===== config.mk =====
export PLATFORM = sky130hd
export DESIGN_NAME = spi_flash_reader
export DESIGN_NICKNAME = d
export VERILOG_FILES = /design/src/rtl/spi_flash_reader.sv
export SDC_FILE = /design/constraint.sdc
export NUM_CORES = 1
export LEC_CHECK = 0
export BUFFER_PORTS_ARGS = -buffer_cell sky130_fd_sc_hd__buf_2
export CAP_MARGIN = 20
export CORE_UTILIZATION = 57
export DETAILED_ROUTE_END_ITERATION = 12
export PLACE_DENSITY = 0.79
export SYNTH_ARGS = -nofsm -noshare
export SYNTH_HDL_FRONTEND = slang
export SYNTH_SLANG_ARGS = --single-unit

===== constraint.sdc =====
create_clock -name clk -period 3.5 [get_ports clk]
set_clock_uncertainty 0.05 [all_clocks]
set_input_delay 0 -clock clk [delete_from_list [all_inputs] [get_ports clk]]
set_output_delay 0 -clock clk [all_outputs]
set_load 0.01 [all_outputs]

===== src/rtl/spi_flash_reader.sv =====
`default_nettype none
// ============================================================================
// Module   : spi_flash_reader
// Brief    : Reads a byte range from SPI NOR flash (mode 0) and streams it out
//            as 8-bit AXI-Stream. Define SPI_FLASH_READER_FAST_READ_EN to use
//            FAST_READ (0x0B plus 8 dummy clocks) instead of READ (0x03).
// Revision : 1.0 - initial release
// ============================================================================
module spi_flash_reader #(
    parameter int CLK_DIV = 2
) (
    input  logic        clk,
    input  logic        sresetn,
    output logic        s_cmd_tready,
    input  logic        s_cmd_tvalid,
    input  logic [23:0] s_cmd_addr,
    input  logic [15:0] s_cmd_len,
    input  logic        m_axis_tready,
    output logic        m_axis_tvalid,
    output logic        m_axis_tlast,
    output logic [7:0]  m_axis_tdata,
    output logic        busy,
    output logic        spi_csn,
    output logic        spi_sck,
    output logic        spi_mosi,
    input  logic        spi_miso
);

`ifdef SPI_FLASH_READER_FAST_READ_EN
    localparam logic [7:0] C_OPCODE   = 8'h0B;
    localparam int         C_CMD_BITS = 40;
`else
    localparam logic [7:0] C_OPCODE   = 8'h03;
    localparam int         C_CMD_BITS = 32;
`endif

    localparam int              C_CW         = $clog2(2 * CLK_DIV + 1) + 1;
    localparam logic [C_CW-1:0] C_DIV_LAST   = C_CW'(CLK_DIV - 1);
    localparam logic [C_CW-1:0] C_SETUP_LAST = C_CW'(CLK_DIV);
    localparam logic [C_CW-1:0] C_HOLD_LAST  = C_CW'(2 * CLK_DIV - 1);
    localparam logic [5:0]      C_BIT_LAST   = 6'(C_CMD_BITS - 1);

    localparam logic [2:0] S_IDLE     = 3'd0;
    localparam logic [2:0] S_CS_SETUP = 3'd1;
    localparam logic [2:0] S_CMD      = 3'd2;
    localparam logic [2:0] S_DATA     = 3'd3;
    localparam logic [2:0] S_WAIT     = 3'd4;
    localparam logic [2:0] S_CS_HOLD  = 3'd5;

    logic [2:0]            r_state;
    logic [C_CW-1:0]       r_cnt;
    logic [5:0]            r_bit;
    logic [2:0]            r_dbit;
    logic [C_CMD_BITS-1:0] r_shift;
    logic [6:0]            r_rx;
    logic [15:0]           r_remaining;
    logic                  r_tready;
    logic                  r_busy;
    logic                  r_csn;
    logic                  r_sck;
    logic                  r_mosi;
    logic                  r_tvalid;
    logic                  r_tlast;
    logic [7:0]            r_tdata;

    logic                  w_tick;
    logic                  w_rise;
    logic                  w_fall;
    logic                  w_out_free;
    logic                  w_cmd_hs;
    logic                  w_load;
    logic [C_CMD_BITS-1:0] w_cmd_word;

    // One divider serves both SCK phases: a tick toggles SCK.
    assign w_tick     = (r_cnt == C_DIV_LAST);
    assign w_rise     = w_tick && !r_sck;
    assign w_fall     = w_tick && r_sck;
    assign w_out_free = !r_tvalid || m_axis_tready;
    assign w_cmd_hs   = r_tready && s_cmd_tvalid;
    assign w_load     = (r_state == S_DATA) && w_rise && (r_dbit == 3'd7);
    // Opcode and address left-aligned; any dummy bits trail as zeros.
    assign w_cmd_word = C_CMD_BITS'({C_OPCODE, s_cmd_addr}) << (C_CMD_BITS - 32);

    always_ff @(posedge clk or negedge sresetn) begin
        if (!sresetn) begin
            r_state     <= S_IDLE;
            r_cnt       <= '0;
            r_bit       <= '0;
            r_dbit      <= '0;
            r_shift     <= '0;
            r_rx        <= '0;
            r_remaining <= '0;
            r_tready    <= 1'b0;
            r_busy      <= 1'b0;
            r_csn       <= 1'b1;
            r_sck       <= 1'b0;
            r_mosi      <= 1'b0;
        end else begin
            case (r_state)
                S_IDLE: begin
                    r_tready <= 1'b1;
                    r_cnt    <= '0;
                    if (w_cmd_hs && (s_cmd_len != 16'd0)) begin
                        r_tready    <= 1'b0;
                        r_busy      <= 1'b1;
                        r_remaining <= s_cmd_len;
                        r_shift     <= w_cmd_word;
                        r_state     <= S_CS_SETUP;
                    end
                end

                S_CS_SETUP: begin
                    r_csn  <= 1'b0;
                    r_mosi <= r_shift[C_CMD_BITS-1];
                    // Count includes the cycle that drops CSN, so SCK rises CLK_DIV later.
                    if (r_cnt == C_SETUP_LAST) begin
                        r_cnt   <= '0;
                        r_sck   <= 1'b1;
                        r_bit   <= '0;
                        r_state <= S_CMD;
                    end else begin
                        r_cnt <= r_cnt + 1'b1;
                    end
                end

                S_CMD: begin
                    if (w_tick) begin
                        r_cnt <= '0;
                        r_sck <= !r_sck;
                    end else begin
                        r_cnt <= r_cnt + 1'b1;
                    end
                    if (w_fall) begin
                        if (r_bit == C_BIT_LAST) begin
                            r_mosi  <= 1'b0;
                            r_dbit  <= '0;
                            r_state <= S_DATA;
                        end else begin
                            r_bit   <= r_bit + 6'd1;
                            r_shift <= r_shift << 1;
                            r_mosi  <= r_shift[C_CMD_BITS-2];
                        end
                    end
                end

                S_DATA: begin
                    if (w_tick) begin
                        r_cnt <= '0;
                        r_sck <= !r_sck;
                    end else begin
                        r_cnt <= r_cnt + 1'b1;
                    end
                    if (w_rise) begin
                        r_rx   <= {r_rx[5:0], spi_miso};
                        r_dbit <= r_dbit + 3'd1;
                        if (r_dbit == 3'd7) begin
                            r_remaining <= r_remaining - 16'd1;
                        end
                    end
                    // r_dbit wraps to 0 only after the 8th rise of a byte.
                    if (w_fall && (r_dbit == 3'd0)) begin
                        if (r_remaining == 16'd0) begin
                            r_state <= S_CS_HOLD;
                        end else if (r_tvalid && !m_axis_tready) begin
                            r_state <= S_WAIT;
                        end
                    end
                end

                S_WAIT: begin
                    r_cnt <= '0;
                    if (w_out_free) begin
                        r_state <= S_DATA;
                    end
                end

                S_CS_HOLD: begin
                    if (!r_csn) begin
                        if (w_out_free) begin
                            r_csn <= 1'b1;
                            r_cnt <= '0;
                        end
                    end else if (r_cnt == C_HOLD_LAST) begin
                        r_busy   <= 1'b0;
                        r_tready <= 1'b1;
                        r_state  <= S_IDLE;
                    end else begin
                        r_cnt <= r_cnt + 1'b1;
                    end
                end

                default: begin
                    r_state <= S_IDLE;
                end
            endcase
        end
    end

    // Output register; a new byte is only loaded once the previous one left.
    always_ff @(posedge clk or negedge sresetn) begin
        if (!sresetn) begin
            r_tvalid <= 1'b0;
            r_tlast  <= 1'b0;
            r_tdata  <= 8'd0;
        end else begin
            if (r_tvalid && m_axis_tready) begin
                r_tvalid <= 1'b0;
            end
            if (w_load) begin
                r_tvalid <= 1'b1;
                r_tdata  <= {r_rx, spi_miso};
                r_tlast  <= (r_remaining == 16'd1);
            end
        end
    end

    assign s_cmd_tready  = r_tready;
    assign busy          = r_busy;
    assign spi_csn       = r_csn;
    assign spi_sck       = r_sck;
    assign spi_mosi      = r_mosi;
    assign m_axis_tvalid = r_tvalid;
    assign m_axis_tlast  = r_tlast;
    assign m_axis_tdata  = r_tdata;

endmodule
`default_nettype wire


==> metrics, run 1 <==
outcome=completed; DIE HEIGHT=90.3 um; sequential power share=0.461; Switching Fraction=0.374; Worst Path Required=approximately 3.7 ns; Ant. Diodes=0; final hold viol count=0; Antenna Nets Post-Route=0; initial antenna violation count=0; max-slew violations=0; gr usage total=0.264; vias post-DR=3,784; worst skew pair latency=0.36 ns; DR DRC count=0; post-layout min period=2.69 ns; Primary FF master, synth=dfrtp_1; setup TNS=0 ns; Final setup viols=0; Async SR Flop Fraction=1.00; num ports=60; Fin Hold WS=roughly 0.030 ns; dpl ws=0.898 ns; Fillers=537; Starting Density=0.600; synthesis-stage register bit count=86; area delta synth->final=22.9%; leakage=0.00244 uW; post-DP HPWL=6400 um; Worst path slowest cell=a22o_1; total grt overflow=0; CTS sink count=86; Net count, final=approximately 600; CP Capture Type=flop; VDD IR max=0.415 mV; critical path's largest stage delay=~0.56 ns; Arr. time, crit path=2.91 ns; first-pass GRT wire length=17,200 um; post_cts resized=0; CTS tree=yes; Clock Power Share=0.201; die width=~90 um; drt initial violations=272; vias in the first global route=between 3,000 and 4,000; pwr/cell area=659 mW/mm2; layout cells sized above 1=0.198; synthesized instance count=449; Mean Syn Cell Area=9.89 um2; postcts setup bufs=0; Critical Path, Cell by Cell=inv_1 > ha_1 > or4b_4 > nor2_1 > buf_4 > a22o_1 > o21ai_0 > a22oi_1; clock root cell=clkbuf_8; final period utilization=0.768; clock-pin slew on the worst setup and hold paths=0.09 ns; critical path launch point type=flop; DIE AREA=0.00815 mm2; setup slack after layout=between 0.8 and 0.9 ns; maximum capacitance violations=0; Cell variety after synth=57; Internal=between 2000 and 2500 uW; CP Max Fanout=19; std cell rows=31; Synth Cell Area=0.00444 mm2; number of port buffers=59; WL per Instance=15.8 um; Worst Max-Slew Pin Slew=0.930 ns; Net Count, Synth=503; design area=0.00546 mm2; EDFF count, synth=0; maximum clock frequency=372 MHz; post-layout util=0.737; slew margin rel.=0.374; Clock Tree Buf Depth=2; global placement routability congestion=between 0.8 and 0.9; first-pass iteration count of the detailed router=5; H-tree depth=3; TritonCTS Buffers=9; combinational share of power=0.337; Synth Warn #=0; DP Area=0.00479 mm2; RSZ-0062 raised after global routing=false; core area=0.00741 mm2; drt total wl=10,200 um; HP Class=in -> reg; Crit Path Class=reg -> reg; largest net degree at the start of global routing=87; sequential area share after synthesis=0.485; vias per cell=5.83; P_sw=1350 uW
-- area by class of cell --
class                   count  area, um2  share of cell area
clock buffers              10        138              0.0252
clock inverters             6       68.8              0.0126
inverters                  16       60.1              0.0110
multi-input cells         323       2110               0.387
flip-flops and latches     86       2150               0.394
well taps                  99        124              0.0227
repair buffers            109        801               0.147
-- cells by family (layout without fill, tap and decap cells) --
group,after synthesis,count (layout),share of synthesized area
compound gates,139,139,0.198
simple gates,131,131,0.146
flops,86,86,0.485
mux,43,43,0.101
buf+inv,40,141,0.0420
fa+ha+maj,9,9,0.0254
xor+xnor,1,1,0.00197
-- sequential cells by signal, indices dropped and copies added, names as in the netlist, 3 cells and up --
signal        flops
r_dbit            3
r_cnt             4
m_axis_tdata      8
r_state           3
r_remaining      16
r_bit             6
r_rx              7
r_shift          32
-- through the flow --
stage / std cells / total power [uW]
2_1_floorplan: 449 / 2480
3_3_place_gp: 589 / 2740
3_5_place_dp: 589 / 2810
4_1_cts: 647 / 3580
5_1_grt: 649 / 3850
6_report: 649 / 3600
-- timing repair --
action | 4_1_cts | 5_1_grt
endpoints found under the setup margin | 0 | 0
hold buffers | 42 | 1
hold endpoints to repair | 127 | 10
-- power groups by stage --
| stage | clock, uW | sequential, uW | combinational (uW) |
|---|---|---|---|
| 6_report | 725 | 1660 | 1210 |
| 5_1_grt | 781 | 1710 | 1360 |
| 4_1_cts | 739 | 1650 | 1190 |
| 3_5_place_dp | 0 | 1670 | 1140 |
| 3_3_place_gp | 0 | 1650 | 1090 |
| 2_1_floorplan | 0 | 1570 | 906 |
-- critical path: cells and delay by family (launching register included) --
kind,cells,cell delay [ns]
AOI/OAI and AO/OA,3,0.96
and+or+nand+nor,2,0.61
DFF,1,0.43
adders and majority gates,1,0.28
buffers and inverters,2,0.27
-- cells in the mapped netlist, types with 2 or more instances --
master	count	area (um2)
buf_4	2	15.0
clkbuf_1	8	30.0
buf_2	11	55.1
ha_1	9	113
or3_1	2	12.5
o31ai_1	3	22.5
dfrtp_1	85	2130
a21oi_1	24	120
nor4_1	7	43.8
nor4bb_1	2	20.0
nand4_1	2	12.5
o22ai_1	7	43.8
mux2_2	16	180
nand3_1	15	75.1
mux2i_1	27	270
nor3_1	10	50.1
a22o_1	9	78.8
a31oi_1	6	37.5
o221ai_1	2	17.5
nand2b_1	8	50.1
o32ai_1	3	26.3
a22oi_1	5	37.5
o211ai_1	3	22.5
o22a_1	2	17.5
buf_6	2	22.5
o21a_1	5	37.5
or2_2	2	12.5
nor2_1	21	78.8
nand2_1	50	188
nand3b_1	2	15.0
a32oi_1	2	17.5
nor3b_1	2	15.0
o21ai_0	51	255
inv_1	16	60.1
o21ai_1	6	30.0
-- per-layer routing --
metal	track usage	vias to the layer above	share of wire	routed length [um]
met5	0	-	0	0
met1	0.326	1792	0.42	4320
met4	0.0780	0	0.020	202
met3	0.0715	20	0.057	587
li1	-	1828	-	-
met2	0.455	144	0.50	5130
-- cell usage in the layout (no fill, tap or decap), drive strengths merged, types with 5 or more instances in the layout --
cell type    netlist  layout
buf               16      66
inv               16      18
mux2i             27      27
a21oi             25      25
nor3              11      11
dfrtp             85      85
clkbuf             8      10
o21a               5       5
a22oi              5       5
o21ai             57      57
o22ai              7       7
dlygate4sd3        0      43
nor4               7       7
ha                 9       9
mux2              16      16
a31oi              6       6
nand2             50      50
nand3             15      15
nand2b             8       8
a22o               9       9
nor2              21      21
-- final timing paths --
check / depth (start not counted) / from / slack (ns) / endpoint
max in group asynchronous: 4 / sresetn / 2.26 / r_dbit[2]
worst max-delay path: 8 / r_cnt[1] / 0.81 / r_remaining[2]
min in group asynchronous: 3 / sresetn / 0.53 / r_state[1]
worst max register to register: 8 / r_cnt[1] / 0.81 / r_remaining[2]
worst min register to register: 2 / m_axis_tlast / 0.44 / m_axis_tlast
worst min-delay path: 4 / s_cmd_len[12] / 0.03 / r_remaining[12]
Note: power is estimated with default switching activity, not from simulation.
==> run 2, diff against run 1 <==
--- a/config.mk
+++ b/config.mk
@@ -5,6 +5,7 @@
 export SDC_FILE = /design/constraint.sdc
 export NUM_CORES = 1
 export LEC_CHECK = 0
+export ABC_AREA = 1
 export BUFFER_PORTS_ARGS = -buffer_cell sky130_fd_sc_hd__buf_2
 export CAP_MARGIN = 20
 export CORE_UTILIZATION = 57
==> constraint.sdc (replaced) <==
create_clock -name clk -period 2.5 [get_ports clk]
set_clock_uncertainty 0.05 [all_clocks]
set_input_delay 0 -clock clk [delete_from_list [all_inputs] [get_ports clk]]
set_output_delay 0 -clock clk [all_outputs]
set_load 0.01 [all_outputs]
==> run 2 against run 1 <==
  * Flip-flop and latch count unchanged
  * Critical path depth increased by 2
  * Die area increased by 3.6%
  * Combinational power up 120%
  * First-iteration DRC count is 6.3% lower
  * Via count up 11%
  * Area after synthesis is 3.6% higher
  * Final area up 3.2%
  * Hold slack improved by 0.14 ns
  * Fmax is 29% higher
  * Global-route usage is 1.1 points higher
  * Largest cell class is now multi-input gates
  * Highest routed layer unchanged
==> metrics, run 2 <==
outcome=completed; R2R setup slack=0.42 ns; P_sw=2610 uW; initial antenna violation count=0; post_cts resized=0; Async SR Flop Fraction=1.00; Worst Max-Slew Pin Slew=0.681 ns; total grt overflow=0; DR DRC count=0; DIE AREA=about 0.0084 mm2; Final Non-Filler Cells=800; VDD IR max=0.772 mV; Fin Hold WS=0.168 ns; sequential area share after synthesis=0.468; first-pass iteration count of the detailed router=5; core area=0.00777 mm2; Synth Cell Area=0.00460 mm2; clock-pin slew on the worst setup and hold paths=0.09 ns; largest net degree at the start of global routing=59; most frequent cells in the layout=nand2_1, dfrtp_1, nor2_1; Ant. Diodes=0; Cell variety after synth=36; placed cell count=742; global placement routability congestion=0.914; CP Max Fanout=22; maximum capacitance violations=0; vias in the first global route=4,196; Clock Power Share=0.154; slew margin rel.=0.546; DIE HEIGHT=91.9 um; Worst R2R Path Depth=10; Biggest register=r_shift; Net Count, Synth=643; clock root cell=clkbuf_8; leakage=around 0.0028 uW; EDFF count, synth=0; first-pass GRT wire length=18,400 um; design area=0.00563 mm2; combinational share of power=0.456; maximum clock frequency=approximately 480 MHz; H-tree depth=3; Mean Syn Cell Area=approximately 7.8 um2; layout cells sized above 1=0.140; Switching Fraction=0.447; area delta synth->final=22.4%; post-layout min period=2.08 ns; Net count, final=~750; critical path launch point type=flop; most common cell in the netlist=nand2_1; CTS tree=yes; setup TNS=0 ns; TritonCTS Buffers=9; Antenna Nets Post-Route=0; Final setup viols=0; Internal=3220 uW; WL per Instance=around 13 um; drt total wl=10,700 um; die width=91.9 um; synthesis-stage register bit count=86; reg-to-reg endpoint=r_remaining[4]; std cell rows=32; vias per cell=5.24; max-slew violations=0; commonest non-fill, non-tap cell in the layout=nand2_1; post-synth top area share=0.462; HP Class=in -> async; post-DP HPWL=around 7100 um; FF-to-FF Start=r_state[2]; Clock Tree Buf Depth=2; Crit Path Class=reg -> reg; worst skew pair latency=0.35 ns; Arr. time, crit path=2.30 ns; RSZ-0062 raised after global routing=false; final hold viol count=0; max FFs per register=32; dpl ws=between 0.4 and 0.5 ns; CP startpoint=r_state[2]; pwr/cell area=1040 mW/mm2; setup slack after layout=roughly 0.42 ns; post-synth top area cell=dfrtp_1; synthesized instance count=589; commonest cells in the netlist=nand2_1, dfrtp_1, nor2_1; CP Capture Type=flop; sequential power share=0.389; final period utilization=0.833; gr usage total=0.275; CTS sink count=86; number of port buffers=approximately 60; num ports=60; Worst Path Required=2.72 ns; postcts setup bufs=0; Starting Density=0.593; Critical Path End=r_remaining[4]; DP Area=0.00503 mm2; drt initial violations=~260; vias post-DR=roughly 4,200; Primary FF master, synth=dfrtp_1; Area contributors post-synth=dfrtp_1, nand2_1, o21ai_0; Synth Warn #=0
-- run 2: cell types whose count changed after synthesis, moves of 9 or more --
cell | before | now
nor2_1 | 21 | 61
a21oi_1 | 24 | 5
inv_1 | 16 | 46
a22o_1 | 9 | 0
nand3_1 | 15 | 43
mux2_2 | 16 | 0
nand2_1 | 50 | 183
-- run 2: worst min path at each step --
stage	startpoint	slack, ns	to
floorplan	sresetn	-0.35	busy
global placement	sresetn	0.03	r_remaining[13]
CTS	s_cmd_tvalid	0.18	r_state[1]
global route	sresetn	0.25	r_remaining[13]
detailed placement	sresetn	0.04	r_remaining[13]
finish	sresetn	0.17	r_remaining[13]
-- run 2: critical path, stage by stage (launching register included) --
cell	delay (ns)
dfrtp_1	0.47
inv_2	0.14
nand2_4	0.09
inv_2	0.08
nand2_2	0.24
nor3_4	0.26
nand2_4	0.06
nand2_2	0.24
buf_4	0.22
nand2_1	0.06
o21ai_0	0.08
-- run 2: metal layers --
layer / vias to the layer above / GRT usage / wire (um)
met5: - / 0 / 0
met4: 0 / 0.122 / 216
met3: 18 / 0.0373 / 464
met2: 115 / 0.473 / 5320
met1: 1936 / 0.347 / 4730
li1: 2124 / - / -
-- run 2: area by class of cell --
cell class              count  area, um2
clock inverters             5       35.0
clock buffers              10        138
multi-input cells         436       2180
repair buffers            111        808
well taps                 102        128
fillers                   621       2130
flip-flops and latches     86       2150
inverters                  50        188
-- run 2: cells by family after synthesis --
logic type	Yosys count	share of synthesized area
xor+xnor	4	0.00761
buf+inv	67	0.0590
simple gates	309	0.282
mux	24	0.0522
fa+ha+maj	9	0.0245
compound gates	90	0.107
flops	86	0.468
-- run 2: what timing repair did --
item,4_1_cts,5_1_grt
hold buffers,43,0
endpoints found under the setup margin,0,0
endpoints found under the hold margin,95,0
-- run 2: stage by stage --
step,total power [uW],util
after floorplan,4190,-
after global placement,4750,0.648
after detailed placement,4860,0.648
after CTS,5810,0.725
after global routing,6360,0.725
final,5840,0.725
-- run 2: power groups by stage --
stage                     clock, uW  combinational (uW)  sequential [uW]
after floorplan                   0                2000             2190
after global placement            0                2500             2250
after detailed placement          0                2580             2280
after CTS                       915                2640             2260
after global routing            976                3060             2330
final                           901                2660             2270
==> run 3, diff against run 2 <==
--- a/config.mk
+++ b/config.mk
@@ -5,7 +5,7 @@
 export SDC_FILE = /design/constraint.sdc
 export NUM_CORES = 1
 export LEC_CHECK = 0
-export ABC_AREA = 1
+export ABC_AREA = 0
 export BUFFER_PORTS_ARGS = -buffer_cell sky130_fd_sc_hd__buf_2
 export CAP_MARGIN = 20
 export CORE_UTILIZATION = 57
==> constraint.sdc (replaced) <==
create_clock -name clk -period 2.2 [get_ports clk]
set_clock_uncertainty 0.05 [all_clocks]
set_input_delay 0 -clock clk [delete_from_list [all_inputs] [get_ports clk]]
set_output_delay 0 -clock clk [all_outputs]
set_load 0.01 [all_outputs]
==> run 3 against run 2 <==
  * First-iteration DRC count shrank 11%
  * Critical endpoint is now r_remaining[7]
  * Sequential power grew 15%
  * Routed wire length grew 6.9%
  * Final area grew 2.4%
  * Fmax shrank 7.0%
  * Register-to-register slack lost 0.46 ns
  * Largest cell class unchanged
  * The run now ends with negative setup slack left
==> metrics, run 3 (same netlist as run 1, synthesis figures left out) <==
DIE AREA=0.00815 mm2; Ant. Diodes=0; area of the multi-input gates=0.00220 mm2; R2R setup slack=-0.04 ns; commonest non-fill, non-tap cell in the layout=dfrtp_1; H-tree depth=3; leakage=0.00259 uW; area delta synth->final=29.9%; Net count, final=627; CP Max Fanout=12; drt total wl=around 11,000 um; Worst R2R Path Depth=9; post-layout min period=between 2 and 2.5 ns; placed cell count=between 600 and 700; reg-to-reg endpoint=r_remaining[7]; global placement routability congestion=0.857; VDD IR max=0.531 mV; WL per Instance=17.0 um; std cell rows=31; vias per cell=5.99; clock root cell=clkbuf_8; outcome=finished, violations left; HP Class=in -> async; core area=0.00741 mm2; worst skew pair latency=~0.36 ns; number of port buffers=59; design area=slightly below 0.006 mm2; most frequent cells in the layout=dfrtp_1, buf_2, o21ai_0; Starting Density=0.600; DIE HEIGHT=90.3 um; maximum clock frequency=447 MHz; post-layout util=0.779; Biggest register=r_shift; Final setup viols=2; Worst Max-Slew Pin Slew=0.718 ns; final hold viol count=0; Fillers=between 400 and 500; CP Capture Type=flop; DP Area=0.00503 mm2; vias post-DR=4,054; initial antenna violation count=0; largest net degree at the start of global routing=67; failing checks=negative setup slack; layout cells sized above 1=0.260; pwr/cell area=around 1000 mW/mm2; gr usage total=0.290; total grt overflow=0; die width=90.3 um; num ports=60; CTS sink count=86; Crit Path Class=reg -> reg; Arr. time, crit path=between 2 and 2.5 ns; setup slack after layout=-0.0396 ns; RSZ-0062 raised after global routing=true; drt initial violations=226; clock-pin slew on the worst setup and hold paths=0.10 ns; post-route total power=6030 uW; CTS tree=yes; first-pass GRT wire length=about 19,000 um; maximum capacitance violations=0; Final Non-Filler Cells=roughly 680; post-DP HPWL=around 7000 um; Antenna Nets Post-Route=0; final period utilization=1.02; critical path launch point type=flop; TritonCTS Buffers=9; Worst Path Required=between 2 and 2.5 ns; slew margin rel.=0.520; FF/Latch Area=approximately 0.0022 mm2; vias in the first global route=~4,000; max-slew violations=0; dpl ws=-0.115 ns; max FFs per register=32; Clock Tree Buf Depth=2; DR DRC count=0; FF-to-FF Start=r_cnt[1]; first-pass iteration count of the detailed router=5
-- run 3: metal layers --
layer	track usage	up-vias	routed length, um
li1	-	1893	-
met1	0.369	1954	4790
met2	0.483	175	5740
met3	0.0589	32	671
met4	0.121	0	283
met5	0	-	0
-- run 3: metrics by stage --
stage,setup TNS [ns],hold slack [ns]
finish,-0.0569,0.00789
detailed placement,-2.05,-0.130
global route,-0.429,0.0275
global placement,0,-0.130
CTS,0,0.00737
floorplan,0,-0.346
-- run 3: what timing repair did --
action	4_1_cts	5_1_grt
hold buffers	41	0
setup endpoints to repair	31	26
gates cloned	1	0
resized for setup	2	14
endpoints found under the hold margin	126	0
buffers inserted	0	4
pin swaps	0	3
-- run 3: worst max-delay path, cell delays in order (launching register included) --
cell and delay [ns]:
dfrtp_1 0.39, inv_1 0.06, ha_2 0.18, or4b_4 0.47
or3_4 0.34, a21boi_4 0.15, buf_12 0.14, buf_4 0.13
o21ai_1 0.11, o21ai_1 0.09
-- run 3: how the worst max path moves through the flow --
| stage | from | endpoint | slack, ns | depth (start not counted) |
|---|---|---|---|---|
| after floorplan | r_cnt[1] | r_remaining[8] | 0.03 | 7 |
| after global placement | r_bit[0] | r_shift[9] | 0.06 | 5 |
| after detailed placement | r_bit[0] | r_shift[9] | -0.11 | 5 |
| after global routing | r_cnt[1] | r_remaining[7] | -0.10 | 9 |
| final | r_cnt[1] | r_remaining[7] | -0.04 | 9 |
| after CTS | s_cmd_len[2] | r_remaining[5] | 0.009 | 9 |
-- run 3: where the power goes --
group	leakage (uW)	total, uW	switching [uW]	internal (uW)
combinational	0.00141	2250	1230	1030
clock	0.0000944	1170	630	540
sequential	0.00108	2610	464	2140
-- run 3: final cells by class --
class,count,share of cell area
repair buffers,136,0.178
inverters,16,0.0104
flip-flops and latches,86,0.373
clock inverters,7,0.0141
multi-input cells,324,0.381
well taps,99,0.0215
clock buffers,9,0.0215
